### src/rtl/core_pkg.sv
// core_pkg: types and constants shared by the instruction fetch unit and its
// next-PC generator.
//   fetch_state_e : fetch FSM states (request, wait for memory, hold, fault)
//   PCSRC_*       : next-PC select encodings produced by the main decoder
//   NOP_INSTR     : canonical NOP (addi x0, x0, 0) held in Instr after reset
package core_pkg;

  typedef enum logic [1:0] {
    StReq   = 2'd0,
    StWait  = 2'd1,
    StHold  = 2'd2,
    StFault = 2'd3
  } fetch_state_e;

  localparam logic [1:0] PCSRC_PLUS4  = 2'b00;
  localparam logic [1:0] PCSRC_TARGET = 2'b01;
  localparam logic [1:0] PCSRC_JALR   = 2'b10;

  localparam logic [31:0] NOP_INSTR = 32'h0000_0013;

  // A fetch address is legal only on a 4-byte boundary.
  function automatic logic is_word_aligned(input logic [31:0] addr);
    return addr[1:0] == 2'b00;
  endfunction

endpackage

### src/rtl/next_pc_gen.sv
// next_pc_gen: combinational next-PC selection and alignment check.
// Ports:
//   i_pc         in  32  address of the instruction being retired
//   i_pc_src     in   2  select: 00/11 = PC+4, 01 = PC+ImmExt, 10 = JALR target
//   i_imm_ext    in  32  sign-extended branch/JAL immediate
//   i_alu_result in  32  rs1+imm for JALR
//   o_next_pc    out 32  selected next PC (additions wrap modulo 2^32)
//   o_misaligned out  1  o_next_pc is not on a 4-byte boundary
module next_pc_gen
  import core_pkg::*;
#(
  parameter int unsigned XLEN = 32
) (
  input  logic [XLEN-1:0] i_pc,
  input  logic [1:0]      i_pc_src,
  input  logic [XLEN-1:0] i_imm_ext,
  input  logic [XLEN-1:0] i_alu_result,
  output logic [XLEN-1:0] o_next_pc,
  output logic            o_misaligned
);

  logic [XLEN-1:0] w_pc_plus4;
  logic [XLEN-1:0] w_pc_target;
  logic [XLEN-1:0] w_jalr_target;

  assign w_pc_plus4    = i_pc + XLEN'(4);
  assign w_pc_target   = i_pc + i_imm_ext;
  // JALR drops bit 0 of rs1+imm; bit 1 can still be set and is caught below.
  assign w_jalr_target = i_alu_result & ~XLEN'(1);

  always_comb begin
    o_next_pc = w_pc_plus4;
    case (i_pc_src)
      PCSRC_PLUS4:  o_next_pc = w_pc_plus4;
      PCSRC_TARGET: o_next_pc = w_pc_target;
      PCSRC_JALR:   o_next_pc = w_jalr_target;
      // Reserved encoding falls through to sequential execution.
      default:      o_next_pc = w_pc_plus4;
    endcase
  end

  assign o_misaligned = !is_word_aligned(o_next_pc);

endmodule

### src/rtl/fetch_unit.sv
// fetch_unit: multi-cycle instruction fetch unit. Owns the program counter and
// the instruction memory port; issues one fetch, holds the returned word for
// decode/execute, then steps the PC according to the decoder's PCSrc.
// Ports:
//   clk              in   1  clock, rising edge
//   reset_n          in   1  asynchronous active-low reset
//   PCSrc            in   2  next-PC select from the decoder
//   ImmExt           in  32  branch/JAL immediate
//   ALUResult        in  32  JALR target (rs1+imm)
//   exec_done        in   1  core finished the held instruction (HOLD only)
//   imem_req         out  1  one-cycle fetch request
//   imem_addr        out 32  fetch address (= PC)
//   imem_rvalid      in   1  instruction memory response valid (WAIT only)
//   imem_rdata       in  32  instruction word
//   Instr            out 32  held instruction
//   instr_valid      out  1  Instr is valid for decode
//   PC               out 32  address of Instr
//   PCPlus4          out 32  PC+4
//   misaligned_fault out  1  sticky misaligned next-PC flag
//   fault_pc         out 32  offending next-PC value
module fetch_unit
  import core_pkg::*;
#(
  // Only 32 is supported.
  parameter int unsigned     XLEN     = 32,
  parameter logic [XLEN-1:0] RESET_PC = '0
) (
  input  logic            clk,
  input  logic            reset_n,
  input  logic [1:0]      PCSrc,
  input  logic [XLEN-1:0] ImmExt,
  input  logic [XLEN-1:0] ALUResult,
  input  logic            exec_done,
  output logic            imem_req,
  output logic [XLEN-1:0] imem_addr,
  input  logic            imem_rvalid,
  input  logic [XLEN-1:0] imem_rdata,
  output logic [XLEN-1:0] Instr,
  output logic            instr_valid,
  output logic [XLEN-1:0] PC,
  output logic [XLEN-1:0] PCPlus4,
  output logic            misaligned_fault,
  output logic [XLEN-1:0] fault_pc
);

  fetch_state_e    r_state, w_state_d;
  logic [XLEN-1:0] r_pc, w_pc_d;
  logic [XLEN-1:0] r_instr, w_instr_d;
  logic [XLEN-1:0] r_fault_pc, w_fault_pc_d;

  logic [XLEN-1:0] w_next_pc;
  logic            w_misaligned;

  next_pc_gen #(
    .XLEN (XLEN)
  ) u_next_pc_gen (
    .i_pc         (r_pc),
    .i_pc_src     (PCSrc),
    .i_imm_ext    (ImmExt),
    .i_alu_result (ALUResult),
    .o_next_pc    (w_next_pc),
    .o_misaligned (w_misaligned)
  );

  always_comb begin
    w_state_d    = r_state;
    w_pc_d       = r_pc;
    w_instr_d    = r_instr;
    w_fault_pc_d = r_fault_pc;
    case (r_state)
      // Request is combinational from the state, so it lasts exactly one cycle.
      StReq: w_state_d = StWait;
      StWait: begin
        if (imem_rvalid) begin
          w_instr_d = imem_rdata;
          w_state_d = StHold;
        end
      end
      StHold: begin
        if (exec_done) begin
          if (w_misaligned) begin
            // PC stays on the faulting instruction for post-mortem.
            w_fault_pc_d = w_next_pc;
            w_state_d    = StFault;
          end else begin
            w_pc_d    = w_next_pc;
            w_state_d = StReq;
          end
        end
      end
      // Terminal until reset; makes misaligned_fault sticky.
      StFault: w_state_d = StFault;
      default: w_state_d = StReq;
    endcase
  end

  always_ff @(posedge clk or negedge reset_n) begin
    if (!reset_n) begin
      r_state    <= StReq;
      r_pc       <= RESET_PC;
      r_instr    <= XLEN'(NOP_INSTR);
      r_fault_pc <= '0;
    end else begin
      r_state    <= w_state_d;
      r_pc       <= w_pc_d;
      r_instr    <= w_instr_d;
      r_fault_pc <= w_fault_pc_d;
    end
  end

  // PC only moves on leaving HOLD, so imem_addr is stable REQ through capture.
  assign imem_req         = (r_state == StReq);
  assign imem_addr        = r_pc;
  assign Instr            = r_instr;
  assign instr_valid      = (r_state == StHold);
  assign PC               = r_pc;
  assign PCPlus4          = r_pc + XLEN'(4);
  assign misaligned_fault = (r_state == StFault);
  assign fault_pc         = r_fault_pc;

endmodule
### config.mk
export PLATFORM = sky130hd
export DESIGN_NAME = fetch_unit
export DESIGN_NICKNAME = d
export VERILOG_FILES = /design/src/rtl/core_pkg.sv /design/src/rtl/next_pc_gen.sv /design/src/rtl/fetch_unit.sv
export SDC_FILE = /design/constraint.sdc
export NUM_CORES = 1
export LEC_CHECK = 0
export CAP_MARGIN = 0
export CORE_MARGIN = 2
export CORE_UTILIZATION = 45
export DETAILED_ROUTE_END_ITERATION = 16
export PLACE_DENSITY = 0.86
export SYNTH_ARGS = -nofsm -noshare
export SYNTH_HDL_FRONTEND = slang
export SYNTH_SLANG_ARGS = --single-unit
### constraint.sdc
create_clock -name clk -period 3.4 [get_ports clk]
set_input_delay 0.51 -clock clk [delete_from_list [all_inputs] [get_ports clk]]
set_output_delay 0.51 -clock clk [all_outputs]
set_load 0.05 [all_outputs]
==> metrics.md <==
| Metric | Value |
|---|---|
| Top Family by Delay on Critical Path | `buffers and inverters` |
| Final HPWL DP | `17700 microns` |
| Slowest-stage cell, CP | `clkdlybuf4s50_1` |
| H-tree levels | `3` |
| Drt wl/cell | `19.9 microns` |
| CTS Sinks | `98` |
| Finished Layout Cells | `1181` |
| Initial antenna violation count | `0` |
| Final setup viols | `0` |
| # DRC | `0` |
| Via count | `6786` |
| Rel. slew slack | `39.8%` |
| Placed cell count | `1165` |
| FF+latch count, synth | `98` |
| Final min period | `3270 ps` |
| Post-Syn Area | `6690 sq um` |
| Clock transition at path regs | `70 ps` |
| Cells after Synth | `745` |
| Worst R2R Path Depth | `13` |
| Final worst slack | `135 ps` |
| P&R area growth vs syn | `48.9%` |
| Post-DP Area | `9610 sq um` |
| Worst R2R End | `fault_pc[26]` |
| Count of cell types in the netlist | `64` |
| Max FO, Critical Path | `8` |
| RR Startpoint | `PC[0]` |
| I/O Buffers | `263` |
| Share of cells above drive strength 1 | `13.9%` |
| CTS root buffer | `clkbuf_16` |
| WP data required | `2890 ps` |
| Final ANT Viol Nets | `0` |
| CP Capture Point | `PCPlus4[12]` |
| Worst path depth | `6` |
| Rows | `44` |
| Chip height | `126 microns` |
| Filler Cell Count | `1128` |
| CTS tree | `yes` |
| RSZ-0062 raised after global routing | `false` |
| Power per cell area | `1040 nW/um^2` |
| Outcome | `finished, final reports clean` |
| Critical path's largest stage delay | `860 ps` |
| Min-delay worst type | `input port to async pin` |
| Crit. Startpoint | `PC[2]` |
| Pins Over Slew Limit | `0` |
| Leak pwr | `4.33 nW` |
| Post-route cell area | `9960 sq um` |
| Post-synth net total | `882` |
| Kind of end point of the critical path | `output pin` |
| Die width | `126 microns` |
| Final hold viol count | `0` |
| DR vias/cell | `5.75` |
| Setup Slack @ Placement | `-123 ps` |
| Flop2flop setup slack | `400 ps` |
| N_diodes | `0` |
| Ys flop type | `dfrtp_1` |
| Crit path cell chain | `ha_1 > nand4_1 > nor2_1 > nand2_1 > xnor2_1 > clkdlybuf4s50_1` |
| Yosys Warn Count | `0` |
| FF+latch area | `2460 sq um` |
| Total grt overflow | `0` |
| Period utilisation layout | `96.0%` |
| Worst-margin pin slew | `903 ps` |
| Commonest non-fill, non-tap cell in the layout | `clkdlybuf4s50_1` |
| Number of buffers and inverters on the critical path | `1` |
| Starting Density | `46.0%` |
| Commonest non-fill, non-tap cells in the layout | `clkdlybuf4s50_1, nand2_1, dfrtp_1` |
| Core region area | `14500 sq um` |
| WL final | `23500 microns` |
| Avg Cell Area, Syn | `8.98 sq um` |
| WP data arrival | `2760 ps` |
| Fraction of registers with async set/reset | `100%` |
| Clk buf depth | `2` |
| Register area share after synthesis | `36.7%` |
| Critical path class | `flop to output pin` |
| Die area | `15900 sq um` |
| VDD IR-drop max | `565 uV` |
| RD Place Congestion | `0.952` |
| Post-CTS Setup Bufs | `0` |
| Clock latency on the worst-skew pair | `370 ps` |
| Final #Nets | `1129` |
| Total power | `10.4 mW` |
| Final hold slack | `256 ps` |
| Pre-Repair DR Iteration Count | `5` |
| Skew final | `16.9 ps` |
| Largest net degree at the start of global routing | `68` |
| CP Launch Type | `flop` |
| Area occupied by multi-input gates | `3810 sq um` |
| Fmax | `306 MHz` |
| DRT iter0 DRCs | `594` |
| # IOs | `265` |
| Total GRT Usage | `28.9%` |
| CTS buffer count | `9` |
| Maxcap violations | `0` |
| Number of synthesized flops with an enable pin | `0` |
| First-pass GRT wire length | `36200 microns` |
| Vias in the first global route | `6674` |
==> cells in the mapped netlist (14+ instances only) <==
library cell,n,share of area (%)
o21ai_0,78,5.8
mux2_2,34,5.7
a221o_1,17,2.5
nor2_1,29,1.6
xnor2_1,32,4.2
and3_1,15,1.4
dfrtp_1,95,36
nand2_1,94,5.3
nand4_1,14,1.3
inv_1,17,0.95
xor2_1,22,2.9
nand3_1,22,1.6
ha_1,34,6.4
clkbuf_1,34,1.9
a21oi_1,48,3.6
buf_4,34,3.8
==> per-stage QoR <==
stage	setup TNS (ps)	utilization [%]
global placement	-101	66.1
CTS	0	68.3
global route	0	68.5
detailed placement	-260	66.1
finish	0	68.5
floorplan	0	-
==> report_power, final <==
group	switching (mW)	internal (mW)	total (mW)
clock	0.507	0.584	1.09
combinational	4.55	2.57	7.12
sequential	0.510	1.65	2.16
total	5.57	4.80	10.4
==> cell families (layout without fill, tap and decap cells) <==
logic type / Yosys count / after routing / synth area share (%)
buf+inv: 88 / 340 / 6.98
simple gates: 214 / 214 / 15.4
compound gates: 217 / 217 / 20.5
mux: 37 / 37 / 6.17
flops: 98 / 98 / 36.7
fa+ha+maj: 35 / 35 / 6.66
xor+xnor: 56 / 56 / 7.56
==> how the worst min path moves through the flow <==
stage,from,endpoint,slack [ps]
3_5_place_dp,fault_pc[4],fault_pc[4],470
3_3_place_gp,fault_pc[1],fault_pc[1],460
4_1_cts,reset_n,fault_pc[5],300
5_1_grt,reset_n,fault_pc[5],330
6_report,reset_n,fault_pc[6],260
2_1_floorplan,reset_n,Instr[10],210
==> metal layers <==
layer  up-vias  global-route usage, %  share of wire [%]
li1       3153                      -                  -
met1      3228                   36.9                 40
met2       362                   49.8                 49
met3        43                   5.82                8.7
met4         0                   8.53                2.3
met5         -                      0                  0
==> timing repair <==
item / CTS / global route
hold buffers: 0 / 0
hold endpoints to repair: 0 / 0
endpoints found under the setup margin: 4 / 8
resized for setup: 5 / 9
==> area by class of cell <==
| class | instances | share of cell area, % |
|---|---|---|
| tap | 184 | 2.31 |
| inverter | 17 | 0.641 |
| multi-input combinational | 559 | 38.3 |
| timing repair buffer | 307 | 31.0 |
| sequential | 98 | 24.7 |
| clock inverter | 6 | 0.729 |
| clock buffer | 10 | 2.30 |
==> registers in the layout, summed over array words and instances, names as in the netlist <==
| signal | count |
|---|---|
| Instr | 32 |
| PC | 32 |
| fault_pc | 32 |
| r_state | 2 |
No activity file was read; power rests on OpenSTA's default activity.
